[config.mk]
export PLATFORM = sky130hd
export DESIGN_NAME = o_sync_lock_ctrl
export DESIGN_NICKNAME = d
export VERILOG_FILES = /design/src/rtl/o_sync_lock_ctrl.sv
export SDC_FILE = /design/constraint.sdc
export NUM_CORES = 1
export LEC_CHECK = 0
export ABC_AREA = 0
export BUFFER_PORTS_ARGS = -buffer_cell sky130_fd_sc_hd__buf_2
export CORE_UTILIZATION = 34
export CTS_BUF_LIST = sky130_fd_sc_hd__clkbuf_4 sky130_fd_sc_hd__clkbuf_8
export CTS_CLUSTER_DIAMETER = 30
export CTS_CLUSTER_SIZE = 16
export DETAILED_ROUTE_END_ITERATION = 8
export MAX_ROUTING_LAYER = met4
export PLACE_DENSITY = 0.55
export SYNTH_ARGS = -nofsm -noshare
export SYNTH_HDL_FRONTEND = slang
export SYNTH_SLANG_ARGS = --single-unit
[constraint.sdc]
create_clock -name O_CLK -period 2.3 [get_ports O_CLK]
set_input_delay 0.46 -clock O_CLK [delete_from_list [all_inputs] [get_ports O_CLK]]
set_output_delay 0.46 -clock O_CLK [all_outputs]
set_load 0.02 [all_outputs]
[src/rtl/o_sync_lock_ctrl.sv]
// Scope capture-path sequencer: qualifies HS/VS timing on O_CLK and
// enables the scope pixel/line counter on a frame boundary once locked.
module o_sync_lock_ctrl #(
    parameter int unsigned H_TOTAL     = 800,
    parameter int unsigned V_TOTAL     = 417,
    parameter int unsigned H_TOL       = 4,
    parameter int unsigned V_TOL       = 2,
    parameter int unsigned LOCK_FRAMES = 4,
    parameter logic [19:0] TIMEOUT     = 20'hFFFFF,
    parameter logic        HS_POL      = 1'b0,
    parameter logic        VS_POL      = 1'b0
) (
    input  logic       O_CLK,
    input  logic       RESET,
    input  logic       O_HS,
    input  logic       O_VS,
    input  logic       REQ_EN,
    output logic       ENABLE,
    output logic       LOCKED,
    output logic [1:0] STATE,
    output logic [9:0] LINE_PERIOD,
    output logic [8:0] FRAME_LINES,
    output logic       ERR_PULSE
);

    localparam logic [1:0] S_IDLE   = 2'd0;
    localparam logic [1:0] S_SEARCH = 2'd1;
    localparam logic [1:0] S_RUN    = 2'd2;

    localparam logic [10:0] H_HI   = 11'(H_TOTAL + H_TOL);
    localparam logic [10:0] H_LO   = 11'(H_TOTAL - H_TOL);
    localparam logic [9:0]  V_HI   = 10'(V_TOTAL + V_TOL);
    localparam logic [9:0]  V_LO   = 10'(V_TOTAL - V_TOL);
    localparam logic [3:0]  LOCK_N = 4'(LOCK_FRAMES);

    logic        r_hs_q, r_hs_p, r_vs_q, r_vs_p;
    logic [1:0]  r_state;
    logic [9:0]  r_pcnt;
    logic [8:0]  r_lcnt;
    logic [19:0] r_wd;
    logic [2:0]  r_good;
    logic        r_badline, r_first;
    logic        r_enable, r_locked, r_err;
    logic [9:0]  r_line_period;
    logic [8:0]  r_frame_lines;

    logic        w_hs_edge, w_vs_edge;
    logic        w_line_bad, w_lines_ok, w_frame_good;
    logic        w_timeout, w_clear;
    logic [2:0]  w_good_inc;
    logic [1:0]  w_state_nxt;
    logic [2:0]  w_good_nxt;
    logic        w_first_nxt, w_err_nxt;

    assign w_hs_edge = (r_hs_q == HS_POL) && (r_hs_p != HS_POL);
    assign w_vs_edge = (r_vs_q == VS_POL) && (r_vs_p != VS_POL);

    // Saturated counts are forced bad regardless of the nominal window.
    assign w_line_bad = (r_pcnt == 10'd1023)
                     || ({1'b0, r_pcnt} > H_HI)
                     || ({1'b0, r_pcnt} < H_LO);
    assign w_lines_ok = (r_lcnt != 9'd511)
                     && ({1'b0, r_lcnt} <= V_HI)
                     && ({1'b0, r_lcnt} >= V_LO);

    // A line ending on the VS edge itself still belongs to the old frame.
    assign w_frame_good = w_lines_ok && !r_badline
                       && !(w_hs_edge && w_line_bad);

    assign w_timeout  = !w_hs_edge && (r_wd == TIMEOUT);
    assign w_clear    = (r_state == S_IDLE) || !REQ_EN;
    assign w_good_inc = (r_good == 3'd7) ? 3'd7 : r_good + 3'd1;

    always_comb begin
        w_state_nxt = r_state;
        w_good_nxt  = r_good;
        w_first_nxt = r_first;
        w_err_nxt   = 1'b0;
        if (w_clear) begin
            w_state_nxt = REQ_EN ? S_SEARCH : S_IDLE;
            w_good_nxt  = 3'd0;
            w_first_nxt = REQ_EN;
        end else if (w_timeout) begin
            w_state_nxt = S_SEARCH;
            w_good_nxt  = 3'd0;
            w_first_nxt = 1'b1;
            w_err_nxt   = 1'b1;
        end else if (w_vs_edge) begin
            if (r_first) begin
                w_first_nxt = 1'b0;
            end else if (w_frame_good) begin
                w_good_nxt = w_good_inc;
                if (r_state == S_SEARCH && {1'b0, w_good_inc} >= LOCK_N)
                    w_state_nxt = S_RUN;
            end else begin
                w_state_nxt = S_SEARCH;
                w_good_nxt  = 3'd0;
                w_first_nxt = 1'b0;
                w_err_nxt   = 1'b1;
            end
        end
    end

    always_ff @(posedge O_CLK) begin
        if (RESET) begin
            r_hs_q <= HS_POL;
            r_hs_p <= HS_POL;
            r_vs_q <= VS_POL;
            r_vs_p <= VS_POL;
        end else begin
            r_hs_q <= O_HS;
            r_hs_p <= r_hs_q;
            r_vs_q <= O_VS;
            r_vs_p <= r_vs_q;
        end
    end

    always_ff @(posedge O_CLK) begin
        if (RESET) begin
            r_state  <= S_IDLE;
            r_good   <= 3'd0;
            r_first  <= 1'b0;
            r_enable <= 1'b0;
            r_locked <= 1'b0;
            r_err    <= 1'b0;
        end else begin
            r_state  <= w_state_nxt;
            r_good   <= w_good_nxt;
            r_first  <= w_first_nxt;
            r_enable <= (w_state_nxt == S_RUN);
            r_locked <= (w_state_nxt == S_RUN);
            r_err    <= w_err_nxt;
        end
    end

    always_ff @(posedge O_CLK) begin
        if (RESET) begin
            r_pcnt        <= 10'd0;
            r_lcnt        <= 9'd0;
            r_wd          <= 20'd0;
            r_badline     <= 1'b0;
            r_line_period <= 10'd0;
            r_frame_lines <= 9'd0;
        end else if (w_clear) begin
            r_pcnt    <= 10'd0;
            r_lcnt    <= 9'd0;
            r_wd      <= 20'd0;
            r_badline <= 1'b0;
        end else begin
            if (w_hs_edge) begin
                r_pcnt        <= 10'd1;
                r_wd          <= 20'd1;
                r_line_period <= r_pcnt;
            end else begin
                if (r_pcnt != 10'd1023)
                    r_pcnt <= r_pcnt + 10'd1;
                r_wd <= w_timeout ? 20'd0 : r_wd + 20'd1;
            end
            if (w_vs_edge) begin
                r_frame_lines <= r_lcnt;
                r_lcnt        <= {8'd0, w_hs_edge};
                r_badline     <= 1'b0;
            end else if (w_hs_edge) begin
                if (r_lcnt != 9'd511)
                    r_lcnt <= r_lcnt + 9'd1;
                if (w_line_bad)
                    r_badline <= 1'b1;
            end
        end
    end

    assign ENABLE      = r_enable;
    assign LOCKED      = r_locked;
    assign STATE       = r_state;
    assign LINE_PERIOD = r_line_period;
    assign FRAME_LINES = r_frame_lines;
    assign ERR_PULSE   = r_err;

endmodule
# After elaboration in Yosys (flattened, before gate mapping)
# Cells that the tools add are included.
[totals]
ff_bits = 71
inputBits = 5
elab_cells = 93
[op_classes]
n_addsub = 4
magnitude_cmp = 5
eq_ne = 7
muxes = 23
bitwise_logic = 4
n_reduce_logical = 32
[ops]
columns = ["cell", "n"]
rows = [
  ["$add 20x1->20 const B", 1],
  ["$eq 20x20->1 const B", 1],
  ["$mux 1", 15],
  ["$mux 2", 6],
  ["$reduce_and 2->1", 6],
  ["$add 10x1->10 const B", 1],
  ["$eq 10x10->1 const B", 1],
  ["$gt 10x10->1 const B", 1],
  ["$lt 10x10->1 const B", 1],
  ["$ne 10x10->1 const B", 1],
  ["$add 9x1->9 const B", 1],
  ["$ge 9x9->1 const B", 1],
  ["$le 9x9->1 const B", 1],
  ["$logic_and 1x1->1", 9],
  ["$ne 9x9->1 const B", 1],
  ["$reduce_or 3->1", 3],
  ["$mux 3", 2],
  ["$reduce_bool 2->1", 3],
  ["$logic_not 1->1", 4],
  ["$not 1->1", 4],
  ["$reduce_or 4->1", 1],
  ["$add 3x1->3 const B", 1],
  ["$eq 3x3->1 const B", 1],
  ["$ge 3x3->1 const B", 1],
  ["other kinds (6)", 8],
]

# Depth between registers and ports, before layout
# Gate-level depths: netlist (run 1).
[depth]
word_depth = 12
mapped_depth = 9

# Worst setup path before layout (run 1)
# No wires, ideal clock.
[synth_timing]
kind = "reg2reg"
from = "reg r_lcnt[0]"
to = "reg r_lcnt[7]"
setup_ns = 0.072
t_arrival_ns = 1.950
t_required_ns = 2.228
slack_ns = 0.278
stages_incl_launch_ff = 9
cell_sequence = "dfxtp_1 > ha_1 > nand3_1 > nor2_1 > ha_1 > nor3b_2 > nand4_1 > or3_1 > a21oi_1"
[synth_via]
elab_chain_len = 2
word_cells_on_any_way = 3
cone_classes = "add/sub (1); eq/ne (1); reduce/logical (1)"
[synth_lines]
columns = ["item", "line", "rtl"]
rows = [
  ["start, declared", "39", "logic [8:0] r_lcnt;"],
  ["start signal, assigned", "161", "r_lcnt <= {8'd0, w_hs_edge};"],
  ["start signal, assigned", "165", "r_lcnt <= r_lcnt + 9'd1;"],
  ["branches (longest 2 deep; another with $add 9x1->9)", "-", ""],
]
# Several ways; the timed one is not identified.
# A chain may end at the register's enable or synchronous reset.

# Worst setup path in the final report (run 1)
# Same ends and word-level chain as after synthesis.

==> results.yml, run 1 <==
global_routing:
  track_usage: 0.140
  antenna_found_initial: 0
  grt_util_met2: 0.217
  grt_max_degree: 24
  grt_pass1_vias: 2205
  met3_usage: 0.0460
  grt_use_met1: 0.173
  top_usage_layer: "met2"
  grt_pass1_wl_um: 10400
  grt-ovfl-total: 0
detailed_routing:
  drtIter0Drc: 57
  ant_nets: 0
  routed_wl_um: 5970
  drt-pass1-iter-count: 4
  via_count: 2325
  routedWlPerCell_um: 12.5
  drc_errors: 0
  via_per_inst: 4.87
timing:
  rsz0062_at_grt: "false"
  max_freq_mhz: 482
  worst_pin_slew_ns: 0.492
  skew_ns: 0.00779
  setup_viol: 0
  finalHoldViolCount: 0
  fin_tns_setup_ns: 0
  fin_crit_ns: 2.08
  final_max_slew_viol_count: 0
  period_share: 0.903
  hold_ws_ns: 0.329
  relSlewSlack: 0.672
clock_network:
  cts.clk_slew.worst_paths_ns: 0.08
  cts_root_buf: "clkbuf_8"
  clkSinkCount: 71
  ctsHtreeMaxLevel: 3
  cts_tree: "done"
  clk_path_buf_depth: 2
  worstSkewPairLatency_ns: 0.34
  post_cts_buffers: 0
  cts_resized: 0
  hold_buffers: 0
  cts_buffers: 9
critical_path:
  crit_path_end: "r_lcnt[7]"
  crit_start: "r_lcnt[0]"
  r2r-start: "r_lcnt[0]"
  end_kind: "register"
  required_ns: 2.58
  crit_arrival_ns: 2.35
  rr_endpoint: "r_lcnt[7]"
  reg2reg_slack_ns: 0.22
  ff2ff_path_depth: 8
  crit_fanout: 7
  crit_path_start_kind: "register"
  critPathKind: "reg2reg"
synthesis:
  synthAdderAreaFrac: 0.0242
  yosys.area_share.simple: 0.263
  synth_compound_area_frac: 0.0719
  synthArstFlopShare: 0
  ys_types: 49
  synth_edf_count: 0
  syn_avg_cell_area_um2: 9.36
  netlist_area_um2: 3100
  synth-main-ff-cell: "dfxtp_1"
  muxShareOfSynthArea: 0.0711
  synth_warnings: 0
  synthXorXnorAreaFrac: 0.0820
  ys_ff_latch: 71
  syn_inst: 331
  synth_nets: 342
  synth_top_family_by_area: "simple AND/OR/NAND/NOR gates"
  ys_seq_area_frac: 0.459
layout:
  insertedDiodeCount: 0
  drive_above_1_share: 0.184
  layout_common_cells: "71 x dfxtp_1, 63 x nor2_1, 28 x buf_2"
  layout.nets: 375
  areaGrowthSynthToFinish_pct: 14.5
  fin_cells: 477
  fill_cells: 908
  layout_commonest_cell: "dfxtp_1"
floorplanning:
  die_area_um2: 9500
  num_rows: 34
  start_util: 0.354
  die_w_um: 97.5
  die_h_um: 97.5
  coreArea_um2: 8760
  io_pins: 29
pwr:
  vdd_drop_max_mv: 0.336
  p_leak_nw: 1.30
  cellPowerDensity_nw_per_um2: 644
worst_hold_path:
  min_path_type: "in2reg"
place:
  dp_hpwl_um: 4240
  gp_congestion: 0.823
  post-place-cells: 461
  portBuffers: 28
outcome:
  status: "finished, final reports clean"
flow_run:
  max-cap-violations: 0
[report_power, final]
part	switching (W)	leakage, nW	internal, W	total (W)
logic	0.0000332	0.633	0.0000195	0.0000527
registers	0.00000647	0.573	0.00123	0.00124
clock network	0.000466	0.0981	0.000524	0.000990
total	0.000506	1.30	0.00178	0.00228
[Yosys cell counts, drive strengths merged (2+ instances only)]
cell	instances	area [um^2]
a211oi	2	15.0
a21oi	14	73.8
and3	10	62.6
and4	4	35.0
buf	7	55.1
clkbuf	5	20.0
dfxtp	71	1420
ha	6	75.1
inv	4	15.0
mux2i	22	220
nand2	23	86.3
nand2b	6	37.5
nand3	13	65.1
nand4	10	62.6
nand4b	2	17.5
nor2	65	254
nor2b	5	31.3
nor3	3	25.0
nor3b	3	32.5
o211ai	2	15.0
o21ai	6	30.0
or2	3	18.8
xnor2	10	87.6
xor2	19	166
[stage by stage]
stage	power, W	setup slack, ns	cell area [um^2]	util
6_report	0.00228	0.223	3550	0.405
3_5_place_dp	0.00132	0.209	3340	0.381
3_3_place_gp	0.00132	0.267	3340	0.381
4_1_cts	0.00231	0.159	3540	0.404
2_1_floorplan	0.00131	0.278	3100	-
5_1_grt	0.00238	0.00335	3550	0.405
[routing by layer]
metal,vias to the layer above,part of all wire
met5,-,0
met4,0,0.012
met3,7,0.033
met2,23,0.47
met1,1096,0.49
li1,1199,-
[how the worst min path moves through the flow]
stage / from / end / slack [ns] / cells after the start
6_report: O_HS / r_hs_q / 0.33 / 2
5_1_grt: O_HS / r_hs_q / 0.32 / 2
4_1_cts: O_HS / r_hs_q / 0.32 / 2
3_5_place_dp: r_good[0] / r_good[0] / 0.47 / 2
3_3_place_gp: r_good[0] / r_good[0] / 0.46 / 2
2_1_floorplan: r_good[0] / r_good[0] / 0.45 / 2
[cell type report]
type	count	area, um^2	share of cell area
Timing Repair Buffer	34	185	0.0522
Multi-Input combinational cell	244	1590	0.449
Tap cell	108	135	0.0381
Clock buffer	10	138	0.0388
Inverter	4	15.0	0.00423
Sequential cell	71	1420	0.401
Clock inverter	6	60.1	0.0169
[state kept, by name, summed over array words and instances, names as in the netlist]
register     count
r_badline        1
FRAME_LINES      9
r_wd            20
r_good           3
STATE            2
LINE_PERIOD     10
r_vs_p           1
r_hs_q           1
r_vs_q           1
r_first          1
LOCKED           1
r_pcnt          10
r_hs_p           1
r_lcnt           9
ERR_PULSE        1
[critical path: stages, from the launching register on]
cell     delay [ns]
dfxtp_1        0.37
ha_1           0.28
nand3_1        0.11
nor2_1         0.05
ha_1           0.24
nor3b_2        0.25
nand4_1        0.20
or3_1          0.38
a21oi_1        0.14
[cell families after synthesis]
family / after synthesis
simple gates: 155
flops: 71
mux: 22
compound gates: 32
fa+ha+maj: 6
buf+inv: 16
xor+xnor: 29
Power figures use the tool's default switching activity.
==> run 2: changes to the inputs <==
--- a/config.mk
+++ b/config.mk
@@ -14,6 +14,7 @@
 export DETAILED_ROUTE_END_ITERATION = 8
 export MAX_ROUTING_LAYER = met4
 export PLACE_DENSITY = 0.55
+export RECOVER_POWER = 50
 export SYNTH_ARGS = -nofsm -noshare
 export SYNTH_HDL_FRONTEND = slang
 export SYNTH_SLANG_ARGS = --single-unit
==> run 2 against run 1 <==
- worst hold slack got worse by 0.00076 ns
- power decreased by 0.28%
- count of clock-buffer cells in the layout unchanged
- routed wire length increased by 0.22%
- first-iteration DRC count increased by 21%
- largest power group unchanged
==> results.yml, run 2 (synthesis results as in run 1) <==
outcome:
  status: "finished, final reports clean"
critical_path:
  crit_arrival_ns: 2.35
  end_kind: "register"
  required_ns: 2.58
  reg2reg_slack_ns: 0.22
  ff2ff_path_depth: 8
  r2r-start: "r_lcnt[0]"
  crit_fanout: 7
  rr_endpoint: "r_lcnt[7]"
  critPathKind: "reg2reg"
  crit_path_start_kind: "register"
global_routing:
  antenna_found_initial: 0
  track_usage: 0.140
  grt_pass1_vias: 2205
  grt_pass1_wl_um: 10400
  grt_max_degree: 24
  grt-ovfl-total: 0
clock_network:
  cts_tree: "done"
  cts_resized: 0
  clkSinkCount: 71
  post_cts_buffers: 0
  worstSkewPairLatency_ns: 0.34
  cts_buffers: 9
  hold_buffers: 0
  ctsHtreeMaxLevel: 3
  cts_root_buf: "clkbuf_8"
  cts.clk_slew.worst_paths_ns: 0.08
  clk_path_buf_depth: 2
timing:
  period_share: 0.904
  worst_pin_slew_ns: 1.09
  skew_ns: 0.00542
  max_freq_mhz: 481
  fin_crit_ns: 2.08
  final_max_slew_viol_count: 0
  setup_viol: 0
  relSlewSlack: 0.269
  fin_tns_setup_ns: 0
  rsz0062_at_grt: "false"
  finalHoldViolCount: 0
layout:
  fin_area_um2: 3480
  areaGrowthSynthToFinish_pct: 12.4
  layout_commonest_cell: "dfxtp_1"
  largest_reg_flops: 20
  drive_above_1_share: 0.103
  layout.nets: 375
  insertedDiodeCount: 0
  largest-register: "r_wd"
  layout_common_cells: "71 x dfxtp_1, 65 x nor2_1, 27 x clkbuf_1"
floorplanning:
  coreArea_um2: 8760
  die_w_um: 97.5
  die_h_um: 97.5
  start_util: 0.354
  die_area_um2: 9500
  io_pins: 29
  num_rows: 34
place:
  portBuffers: 28
  dp_hpwl_um: 4240
  placed_cell_area_um2: 3340
  gp_congestion: 0.823
pwr:
  p_clk_frac: 0.434
  p_sw_frac: 0.221
  cellPowerDensity_nw_per_um2: 654
  seq_power_share: 0.545
  p_int_w: 0.00178
  power_switching_w: 0.000502
  vdd_drop_max_mv: 0.329
  p_leak_nw: 1.18
  comb_power_share: 0.021
detailed_routing:
  drt-pass1-iter-count: 4
  via_per_inst: 4.88
  drc_errors: 0
  routed_wl_um: 5990
  drtIter0Drc: 69
  routedWlPerCell_um: 12.5
  via_count: 2326
  ant_nets: 0
worst_hold_path:
  min_to: "r_hs_q"
  min-delay-start: "O_HS"
  whs_path_depth: 2
  min_path_type: "in2reg"
flow_run:
  max-cap-violations: 0
[run 2: cell count changes in the layout (fill, tap and decap cells not counted), sizes merged]
| cell | change |
|---|---|
| buf | -27 |
| clkbuf | +27 |
[run 2: worst max-delay path by stage]
| stage | start | cells after the start | to |
|---|---|---|---|
| after global placement | r_lcnt[0] | 8 | STATE[0] |
| after detailed placement | r_lcnt[0] | 8 | STATE[0] |
| after CTS | r_lcnt[0] | 8 | STATE[0] |
| after floorplan | r_lcnt[0] | 8 | r_lcnt[7] |
| after global routing | r_lcnt[0] | 8 | r_lcnt[7] |
| final | r_lcnt[0] | 8 | r_lcnt[7] |
[run 2: worst max-delay path: stages (launching register included)]
cell     delay (ns)
dfxtp_1        0.37
ha_1           0.28
nand3_1        0.11
nor2_1         0.05
ha_1           0.24
nor3b_2        0.25
nand4_1        0.20
or3_1          0.38
a21oi_1        0.14
[run 2: power by group through the flow]
stage	clock network [W]	registers, W	logic (W)
after global placement	0	0.00127	0.0000523
final	0.000988	0.00124	0.0000484
after detailed placement	0	0.00127	0.0000528
after floorplan	0	0.00127	0.0000368
after CTS	0.00102	0.00124	0.0000529
after global routing	0.00108	0.00124	0.0000547
[run 2: layer usage]
layer | track usage | share of wire
met5 | - | 0
met4 | 0.0407 | 0.012
met3 | 0.0460 | 0.035
met2 | 0.217 | 0.46
met1 | 0.173 | 0.49
[run 2: layout make-up]
class	count	area, um^2
inverter	4	15.0
sequential	71	1420
clock inverter	6	60.1
tap	108	135
fill	926	5280
clock buffer	10	138
timing repair buffer	34	146
multi-input combinational	244	1570
[run 2: per-stage QoR]
step	cells	worst slack, ns	util	hold slack [ns]	total power (W)
2_1_floorplan	331	0.278	-	0.448	0.00131
3_3_place_gp	461	0.267	0.381	0.465	0.00132
3_5_place_dp	461	0.209	0.381	0.469	0.00132
4_1_cts	477	0.159	0.404	0.321	0.00231
5_1_grt	477	0.00339	0.397	0.322	0.00238
6_report	477	0.221	0.397	0.328	0.00228
